$ cat src/rtl/stopwatch_vga_render.sv
// rtl/stopwatch_vga_render.sv - BCD stopwatch with lap freeze and seven-segment VGA renderer
module stopwatch_vga_render #(
  parameter int          TICK_DIV = 100000,
  parameter int          X0       = 10,
  parameter int          Y0       = 120,
  parameter int          SEG_T    = 8,
  parameter int          SEG_L    = 32,
  parameter int          PITCH    = 64,
  parameter logic [11:0] FG_COLOR = 12'hF00,
  parameter logic [11:0] BG_COLOR = 12'h000
) (
  input  logic        CLK,
  input  logic        RST,
  input  logic        i_pix_stb,
  input  logic [9:0]  i_x,
  input  logic [8:0]  i_y,
  input  logic        i_start_stop,
  input  logic        i_lap,
  input  logic        i_clear,
  output logic [3:0]  VGA_R,
  output logic [3:0]  VGA_G,
  output logic [3:0]  VGA_B,
  output logic        o_running,
  output logic        o_lap,
  output logic [35:0] o_time,
  output logic        o_wrap
);

  localparam int            PW        = $clog2(TICK_DIV);
  localparam logic [PW-1:0] PRESC_TOP = PW'(TICK_DIV - 1);
  localparam int            T         = SEG_T;
  localparam int            L         = SEG_L;

  logic [PW-1:0] presc_q, presc_d;
  logic          running_q, running_d;
  logic          lap_q, lap_d;
  logic          wrap_q, wrap_d;
  logic [35:0]   time_q, time_d;
  logic [35:0]   disp_q, disp_d;
  logic [11:0]   rgb_q, rgb_d;
  logic          tick;
  logic          carry;
  logic          lit;
  logic          colon_on;
  logic [6:0]    segs;
  logic          xa, xb, xe, xs, ya, yb, yc, yd, yg;
  int            px, py, dx;

  // Digit k counts from H1 (k=0) to m0 (k=8); tens of minutes/seconds stop at 5.
  function automatic logic [3:0] digit_max(int k);
    return (k == 2 || k == 4) ? 4'd5 : 4'd9;
  endfunction

  // Segment pattern ordered {a,b,c,d,e,f,g}.
  function automatic logic [6:0] seg_decode(logic [3:0] v);
    case (v)
      4'd0:    return 7'b1111110;
      4'd1:    return 7'b0110000;
      4'd2:    return 7'b1101101;
      4'd3:    return 7'b1111001;
      4'd4:    return 7'b0110011;
      4'd5:    return 7'b1011011;
      4'd6:    return 7'b1011111;
      4'd7:    return 7'b1110000;
      4'd8:    return 7'b1111111;
      4'd9:    return 7'b1111011;
      default: return 7'b0000000;
    endcase
  endfunction

  function automatic logic in_span(int v, int lo, int len);
    return (v >= lo) && (v < lo + len);
  endfunction

  assign tick = running_q && (presc_q == PRESC_TOP);

  // Prescaler, BCD carry chain, run/lap toggles and the displayed copy; clear overrides all but running.
  always_comb begin
    presc_d = presc_q;
    if (running_q) presc_d = tick ? '0 : presc_q + 1'b1;
    time_d = time_q;
    carry  = tick;
    for (int k = 8; k >= 0; k--) begin
      if (carry) begin
        if (time_q[(8-k)*4 +: 4] == digit_max(k)) begin
          time_d[(8-k)*4 +: 4] = 4'd0;
        end else begin
          time_d[(8-k)*4 +: 4] = time_q[(8-k)*4 +: 4] + 4'd1;
          carry = 1'b0;
        end
      end
    end
    wrap_d    = carry;
    running_d = running_q ^ i_start_stop;
    lap_d     = lap_q ^ i_lap;
    disp_d    = lap_q ? disp_q : time_q;
    if (i_clear) begin
      time_d  = '0;
      presc_d = '0;
      disp_d  = '0;
      lap_d   = 1'b0;
      wrap_d  = 1'b0;
    end
  end

  // Hit-test the pixel against every digit's segments and the separators.
  always_comb begin
    px       = {22'd0, i_x};
    py       = {23'd0, i_y};
    lit      = 1'b0;
    segs     = 7'd0;
    dx       = 0;
    xa = 1'b0; xb = 1'b0; xe = 1'b0; xs = 1'b0;
    ya = 1'b0; yb = 1'b0; yc = 1'b0; yd = 1'b0; yg = 1'b0;
    // Blink follows the live millisecond count so it keeps pulsing during a lap freeze.
    colon_on = !running_q || (time_q[11:8] < 4'd5);
    for (int k = 0; k < 9; k++) begin
      dx   = X0 + k * PITCH;
      segs = seg_decode(disp_q[(8-k)*4 +: 4]);
      xa   = in_span(px, dx + T, L);
      xb   = in_span(px, dx + T + L, T);
      xe   = in_span(px, dx, T);
      xs   = in_span(px, dx + 2*T + L + T/2, T);
      ya   = in_span(py, Y0, T);
      yb   = in_span(py, Y0 + T, L);
      yc   = in_span(py, Y0 + 2*T + L, L);
      yd   = in_span(py, Y0 + 2*T + 2*L, T);
      yg   = in_span(py, Y0 + T + L, T);
      lit  = lit | (segs[6] & xa & ya) | (segs[5] & xb & yb) | (segs[4] & xb & yc)
                 | (segs[3] & xa & yd) | (segs[2] & xe & yc) | (segs[1] & xe & yb)
                 | (segs[0] & xa & yg);
      if (k == 1 || k == 3)
        lit = lit | (colon_on & xs & (in_span(py, Y0 + L/2, T) |
                                      in_span(py, Y0 + 2*T + 3*L/2 - T, T)));
      if (k == 5) lit = lit | (xs & yd);
    end
    rgb_d = i_pix_stb ? (lit ? FG_COLOR : BG_COLOR) : rgb_q;
  end

  // State register.
  always_ff @(posedge CLK or posedge RST) begin
    if (RST) begin
      presc_q   <= '0;
      running_q <= 1'b0;
      lap_q     <= 1'b0;
      wrap_q    <= 1'b0;
      time_q    <= '0;
      disp_q    <= '0;
      rgb_q     <= '0;
    end else begin
      presc_q   <= presc_d;
      running_q <= running_d;
      lap_q     <= lap_d;
      wrap_q    <= wrap_d;
      time_q    <= time_d;
      disp_q    <= disp_d;
      rgb_q     <= rgb_d;
    end
  end

  assign {VGA_R, VGA_G, VGA_B} = rgb_q;
  assign o_running = running_q;
  assign o_lap     = lap_q;
  assign o_time    = time_q;
  assign o_wrap    = wrap_q;

endmodule

$ cat config.mk
export PLATFORM = sky130hd
export DESIGN_NAME = stopwatch_vga_render
export DESIGN_NICKNAME = d
export VERILOG_FILES = /design/src/rtl/stopwatch_vga_render.sv
export SDC_FILE = /design/constraint.sdc
export NUM_CORES = 1
export LEC_CHECK = 0
export ABC_AREA = 1
export BUFFER_PORTS_ARGS = -buffer_cell sky130_fd_sc_hd__buf_2
export CORE_UTILIZATION = 30
export CTS_CLUSTER_SIZE = 20
export DETAILED_ROUTE_END_ITERATION = 12
export GPL_TIMING_DRIVEN = 0
export SLEW_MARGIN = 10
export SYNTH_ARGS = -nofsm -noshare
export SYNTH_HDL_FRONTEND = slang
export SYNTH_SLANG_ARGS = --single-unit
$ cat constraint.sdc
create_clock -name CLK -period 5.55 [get_ports CLK]
set_input_delay 0.2775 -clock CLK [delete_from_list [all_inputs] [get_ports CLK]]
set_output_delay 0.2775 -clock CLK [all_outputs]
set_load 0.005 [all_outputs]
==> Word level (Yosys, flattened, before mapping) <==
Memories as Yosys holds them, arrays and structs flattened.
Cells that the tools add are included.
{ "classes": {"n_addsub": 10, "magnitude_cmp": 75, "eq_ne": 11, "n_mux": 45, "n_bitwise": 199, "n_reduce_logical": 50} }
{ "op_table": {"columns": ["cell", "n"], "rows": [
  ["< comparator 10 x 9 -> 1 bit, second input constant", 14],
  ["bitwise AND 1 bit", 131],
  ["greater-or-equal comparator 10 x 9 -> 1 bit, second input constant", 13],
  ["two-way mux 36 bit", 3],
  ["two-way mux 4 bit", 18],
  ["greater-or-equal comparator 10 x 8 -> 1 bit, second input constant", 7],
  ["< comparator 10 x 8 -> 1 bit, second input constant", 7],
  ["OR 1 bit", 66],
  ["< comparator 9 x 8 -> 1 bit, second input constant", 7],
  ["greater-or-equal comparator 9 x 8 -> 1 bit, second input constant", 6],
  ["two-way mux 17 bit", 3],
  ["greater-or-equal comparator 10 x 7 -> 1 bit, second input constant", 4],
  ["logical AND 1 bit", 38],
  ["adder 4 x 1 -> 4 bit, second input constant", 9],
  ["greater-or-equal comparator 10 bit, second input constant", 3],
  ["< comparator 10 bit, second input constant", 3],
  ["< comparator 10 x 7 -> 1 bit, second input constant", 3],
  ["equality test 4 bit, second input constant", 7],
  ["< comparator 10 x 6 -> 1 bit, second input constant", 2],
  ["two-way mux 1 bit", 20],
  ["nonzero test 2 bit", 10],
  ["adder 17 x 1 -> 17 bit, second input constant", 1],
  ["equality test 17 bit, second input constant", 1],
  ["two-way mux 12 bit", 1],
  ["11 further kinds", 13]
]} }
{ "totals": {"register_bits": 104, "rom_bits": 1008, "inputBits": 25, "out_inout_bits": 51, "wordCells": 414, "memories": 9} }
{ "memory_table": {"columns": ["memory", "words", "word_bits", "read_ports", "rd_ports_with_merged_regs", "write_ports", "line_no", "source"], "rows": [
  ["(name not given)", 16, 7, 1, 0, 0, "56", "case (v)"],
  ["(name not given)", 16, 7, 1, 0, 0, "56", null],
  ["(name not given)", 16, 7, 1, 0, 0, "56", null],
  ["(name not given)", 16, 7, 1, 0, 0, "56", null],
  ["(name not given)", 16, 7, 1, 0, 0, "56", null],
  ["(name not given)", 16, 7, 1, 0, 0, "56", null],
  ["3 more memories", null, null, null, null, null, null, null]
]} }

==> Longest topological paths before layout <==
{ "logic_depth": {"depth_word": 70, "depth_mapped": 17, "ltp_nobuf": 17} }

==> Worst setup path after synthesis <==
OpenSTA, ideal clock, no wires.
{ "synth_path": {"kind": "flip-flop to flip-flop", "startpoint": "register presc_q[1]", "endpoint": "register time_q[30] (netlist: o_time[30])", "setup_time_ns": 0.121, "t_arrival_ns": 1.724, "setup_slack_ns": 3.705, "stages_incl_launch_ff": 11, "path_buffers": 0, "period_less_slack_ns": 1.845, "path_cell_list": "dfrtp_1 ha_1 nand2_1 nor3_4 nand4_2 nor2_4 nand4_4 o21ai_4 nand2_4 nand2_1 o21ai_1"} }
{ "synth_between": {"elab_chain_cells": 10} }
{ "synth_rtl": {"columns": ["element", "line_no", "source"], "rows": [
  ["start, declared", "34", "logic [PW-1:0] presc_q, presc_d;"],
  ["start signal, assigned", "151", "presc_q <= presc_d;"],
  ["equality test 17 bit", "75", "assign tick = running_q && (presc_q == PRESC_TOP);"],
  ["logical AND 1 bit", "75", null],
  ["two-way mux 1 bit (7 in a row)", "84", "if (carry) begin"],
  ["nonzero test 2 bit (no line)", null, null],
  ["end signal, assigned", "155", "time_q <= time_d;"],
  ["end, declared", "38", "logic [35:0] time_q, time_d;"]
]} }
Every way passes these cells.
A chain may end at the register's enable or synchronous reset.

==> Worst setup path in the final report <==
{ "layout_path": {"startpoint": "register time_q[8] (netlist: o_time[8])", "endpoint": "register rgb_q[10]"} }
{ "layout_between": {"elab_chain_cells": 57} }
{ "layout_rtl": {"columns": ["element", "line_no", "source"], "rows": [
  ["< comparator 4 x 3 -> 1 bit (*)", "116", "colon_on = !running_q || (time_q[11:8] < 4'd5);"],
  ["logical OR 1 bit (*)", "116", null],
  ["bitwise AND 1 bit (2 in a row)", "133", "lit = lit | (colon_on & xs & (in_span(py, Y0 + L/2, T) |"],
  ["OR 1 bit", "133", null],
  ["OR 1 bit (3 in a row)", "129", "lit = lit | (segs[6] & xa & ya) | (segs[5] & xb & yb) | (segs[4] & xb & yc)"],
  ["OR 1 bit (3 in a row)", "130", "| (segs[3] & xa & yd) | (segs[2] & xe & yc) | (segs[1] & xe & yb)"],
  ["OR 1 bit", "131", "| (segs[0] & xa & yg);"],
  ["OR 1 bit (3 in a row)", "129", null],
  ["[26 not listed]", null, null],
  ["OR 1 bit (*)", "131", null],
  ["OR 1 bit (*) (3 in a row)", "129", null],
  ["OR 1 bit (*) (3 in a row)", "130", null],
  ["OR 1 bit (*)", "131", null],
  ["OR 1 bit (*) (3 in a row)", "129", null],
  ["OR 1 bit (*) (3 in a row)", "130", null],
  ["OR 1 bit (*)", "131", null],
  ["two-way mux 12 bit (*)", "137", "rgb_d = i_pix_stb ? (lit ? FG_COLOR : BG_COLOR) : rgb_q;"],
  ["end signal, assigned", "157", "rgb_q <= rgb_d;"],
  ["end, declared", "40", "logic [11:0] rgb_q, rgb_d;"]
]} }
Every way passes the cells marked *; elsewhere a longest branch is shown, timed or not.

==> tab_implementation.tex <==
\begin{tabular}{lr}
\hline
Metric & Value \\
\hline
\multicolumn{2}{l}{\textbf{Global route}} \\
\quad Number of global-route vias before repair & 6811 \\
\quad Met3 demand-to-capacity share in global routing & 2.545\% \\
\quad First-pass GRT wire length & 35190 um \\
\quad Total congestion overflow & 0 \\
\quad Antenna violations before repair & 0 \\
\quad Global routing met2 resource utilization & 27.41\% \\
\quad Met1 routing resource usage after global routing & 24.01\% \\
\quad All-layer global routing usage & 17.19\% \\
\quad Busiest metal layer after global routing & met2 \\
\quad Maximum number of pins on one net before global-route repair & 62 \\
\multicolumn{2}{l}{\textbf{Routing}} \\
\quad Count of routing violations after the opening detailed-route iteration & 389 \\
\quad DRC violations left & 0 \\
\quad Via density & 4.845 \\
\quad Total wirelength of the detailed-routed design & 21320 um \\
\quad Routed vias & 7176 \\
\quad Number of search-and-repair iterations in the first detailed-routing pass & 7 \\
\quad Antenna-violating nets left & 0 \\
\quad Post-DR wirelength/cell & 14.40 um \\
\multicolumn{2}{l}{\textbf{Synthesis}} \\
\quad Share of the synthesized area in the top cell type & 31.12\% \\
\quad Most common flop cell mapped by yosys & dfrtp\_1 \\
\quad Synth cell types & 47 \\
\quad Flip-flop and latch count after synthesis & 93 \\
\quad FFs w/ async S/R, synth & 100.0\% \\
\quad Count of warnings emitted by yosys & 0 \\
\quad Top post-synthesis cells by area & dfrtp\_1 (31\%), ha\_1 (12\%), nand2\_1 (9.4\%), nand3\_1 (8.3\%), inv\_1 (7.5\%) \\
\quad Proportion of synthesized chip area in sequential cells & 31.12\% \\
\quad Mean Syn Cell Area & 6.996 um\^{}2 \\
\quad Post-synthesis instance area & 0.007478 mm\^{}2 \\
\quad Leading area contributor after synthesis & dfrtp\_1 \\
\quad Number of enable flip-flop cells after synthesis & 0 \\
\quad Synthesized instance count & 1069 \\
\multicolumn{2}{l}{\textbf{Final layout}} \\
\quad Final non-filler cell area & 0.008569 mm\^{}2 \\
\quad Number of inserted filler cells in the final layout & 2649 \\
\quad Number of diodes added for antenna fixing & 0 \\
\quad Area growth, synth to finish & 14.59\% \\
\quad Final-stage net count & 1251 \\
\quad Fraction of layout cells with a size suffix above 1 & 10.54\% \\
\quad Most common library cell in the layout ignoring fill and taps & nand2\_1 \\
\quad Final Instance Count excl. Fillers & 1481 \\
\quad Leading cell types in the layout, fill and taps excluded & nand2\_1 (188), inv\_1 (149), nor2\_1 (138) \\
\multicolumn{2}{l}{\textbf{Placed design}} \\
\quad Weighted congestion reported at the end of routability-driven placement & 0.9352 \\
\quad Number of port buffers & 63 \\
\quad Total placed instance area & 0.008255 mm\^{}2 \\
\quad Detailed placer's ending HPWL & 16790 um \\
\quad Inst Count DP & 1464 \\
\multicolumn{2}{l}{\textbf{Critical path}} \\
\quad Critical path startpoint category & flop \\
\quad CP arrival & 2560 ps \\
\quad Largest driver fanout on the critical path & 6 \\
\quad Worst endpoint required time & 5800 ps \\
\quad Type of the setup path with the least slack & reg2reg \\
\quad Nature of the critical path endpoint & flop \\
\multicolumn{2}{l}{\textbf{Clocking}} \\
\quad Clock latency reported for the late side of the worst-skew pair & 360 ps \\
\quad Number of levels in the clock H-tree & 3 \\
\quad Gates resized, CTS repair & 0 \\
\quad Setup fix buffers added after clock tree synthesis & 0 \\
\quad Hold Buf Count CTS & 1 \\
\quad Number of buffers inserted during clock tree synthesis & 9 \\
\quad Clock tree from TritonCTS & done \\
\quad Clock root buffer & clkbuf\_16 \\
\quad TritonCTS sink count & 93 \\
\quad Buffer levels on the longest clock path & 2 \\
\quad Worst-path clk slew & 70 ps \\
\multicolumn{2}{l}{\textbf{Hold path}} \\
\quad Class of the most critical hold timing path & in2reg \\
\multicolumn{2}{l}{\textbf{STA}} \\
\quad Hold slack final & 95.01 ps \\
\quad Final worst path period share & 41.66\% \\
\quad Count of final setup violators & 0 \\
\quad Final worst path period need & 2312 ps \\
\quad Worst slew margin relative to its limit & 45.81\% \\
\quad Total count of max-transition violations in the final report & 0 \\
\quad Post-Route Skew & 11.78 ps \\
\quad Timing-limited maximum frequency & 0.4326 GHz \\
\quad Slew at the pin closest to its max-slew limit & 808.4 ps \\
\quad Final sum of negative setup slack & 0 ps \\
\quad RSZ-0062 raised after global routing & false \\
\quad Hold Violations, Final & 0 \\
\multicolumn{2}{l}{\textbf{Floorplanning}} \\
\quad Placeable Area & 0.02439 mm\^{}2 \\
\quad Number of core rows & 57 \\
\quad Die area & 0.02556 mm\^{}2 \\
\quad Ports & 76 \\
\quad Height of the chip & 159.9 um \\
\quad Initial Util & 30.66\% \\
\quad Die Wd & 159.9 um \\
\multicolumn{2}{l}{\textbf{Pwr}} \\
\quad Net load switching power & 0.0005192 W \\
\quad Internal Pwr Total & 0.001157 W \\
\quad Worst IR Drop VDD & 0.2160 mV \\
\quad PwrDens & 195.6 mW/mm\^{}2 \\
\quad Sw Ratio & 30.97\% \\
\quad Portion of total power attributed to combinational logic & 17.4\% \\
\quad Leakage power & 4.191 nW \\
\quad Share of total power in sequential cells & 44.0\% \\
\quad Clock network power share & 38.5\% \\
\multicolumn{2}{l}{\textbf{Status}} \\
\quad Status & completed \\
\multicolumn{2}{l}{\textbf{Flow run}} \\
\quad Reported max-cap violation count & 0 \\
\hline
\end{tabular}
-- state kept, by name (all words and copies together), names as in the netlist --
register and count:
disp_q 36, o_time 36, presc_q 17, o_lap 1, o_running 1, o_wrap 1, rgb_q 1
-- cell usage after synthesis (2+ instances only) --
| library cell | n |
|---|---|
| o211ai_1 | 6 |
| nand2_2 | 3 |
| dfrtp_1 | 93 |
| ha_1 | 74 |
| o22ai_1 | 9 |
| o21ai_0 | 91 |
| nand3_1 | 124 |
| buf_4 | 12 |
| nor2_4 | 3 |
| o31ai_1 | 4 |
| nor3_1 | 17 |
| inv_1 | 150 |
| nand4_1 | 29 |
| a31oi_1 | 9 |
| inv_2 | 6 |
| nand2_1 | 188 |
| o21ai_1 | 4 |
| nand2_4 | 2 |
| nand3b_1 | 4 |
| a21oi_1 | 42 |
| xnor2_1 | 8 |
| buf_1 | 4 |
| a22oi_1 | 2 |
| xor2_1 | 10 |
| or2_2 | 6 |
| nor2_1 | 138 |
| clkbuf_1 | 11 |
-- area by class of cell --
class	instances	area [um^2]	area share, %
buffer	28	151.4	1.767
clock buffer	9	225.2	2.628
clock inverter	7	78.83	0.9198
inverter	156	588.1	6.862
multi-input combinational	799	4441	51.82
sequential	93	2327	27.16
tap	324	405.4	4.731
timing repair buffer	65	352.8	4.117
-- worst paths after layout --
check	start	endpoint	slack (ps)	cells after the start
min	i_start_stop	o_running	100	2
min in group asynchronous	RST	presc_q[0]	500	3
max reg2reg	o_time[8]	rgb_q[10]	3240	16
min reg2reg	presc_q[10]	presc_q[10]	520	1
max	o_time[8]	rgb_q[10]	3240	16
max in group asynchronous	RST	disp_q[2]	4400	4
-- worst max-delay path: stages, from the launching register on --
cell	delay [ps]
dfrtp_1	440
inv_1	100
ha_1	200
inv_1	50
nand2_1	40
a21oi_1	370
nor2_1	120
nand3_1	90
nand3_1	130
nor2_1	110
nand2_1	80
nor2_1	90
nand2_1	50
nor2_1	120
nand3_1	100
nand2_1	70
inv_1	30
-- power groups by stage --
stage / combinational, W / sequential (W) / clock, W
CTS: 0.000294 / 0.000739 / 0.000664
finish: 0.000292 / 0.000738 / 0.000646
floorplan: 0.000193 / 0.000745 / 0
global route: 0.000334 / 0.000744 / 0.000686
global placement: 0.000288 / 0.000750 / 0
detailed placement: 0.000292 / 0.000752 / 0
-- cell families (layout without fill, tap and decap cells) --
group | Yosys count | after routing | synth area share, %
buffers and inverters | 184 | 265 | 9.854
xor gates and xnor gates | 18 | 18 | 2.108
DFF | 93 | 93 | 31.12
AOI/OAI and AO/OA | 175 | 175 | 12.90
adders and majority gates | 74 | 74 | 12.38
and+or+nand+nor | 524 | 524 | 31.59
other | 1 | 8 | 0.05014
-- routing by layer --
| layer | wire, um | vias to the layer above |
|---|---|---|
| li1 | - | 3669 |
| met1 | 10350 | 3319 |
| met2 | 9723 | 161 |
| met3 | 914 | 27 |
| met4 | 337 | 0 |
| met5 | 0 | - |
-- stage by stage --
step           utilization, %  total power [W]  setup WS (ps)
5_1_grt                 35.13         0.001764           2989
4_1_cts                 35.13         0.001696           3145
6_report                35.13         0.001677           3238
3_3_place_gp            33.72         0.001038           1543
2_1_floorplan               -        0.0009381           2852
3_5_place_dp            33.85         0.001044           3024
No activity file was read; power rests on OpenSTA's default activity.
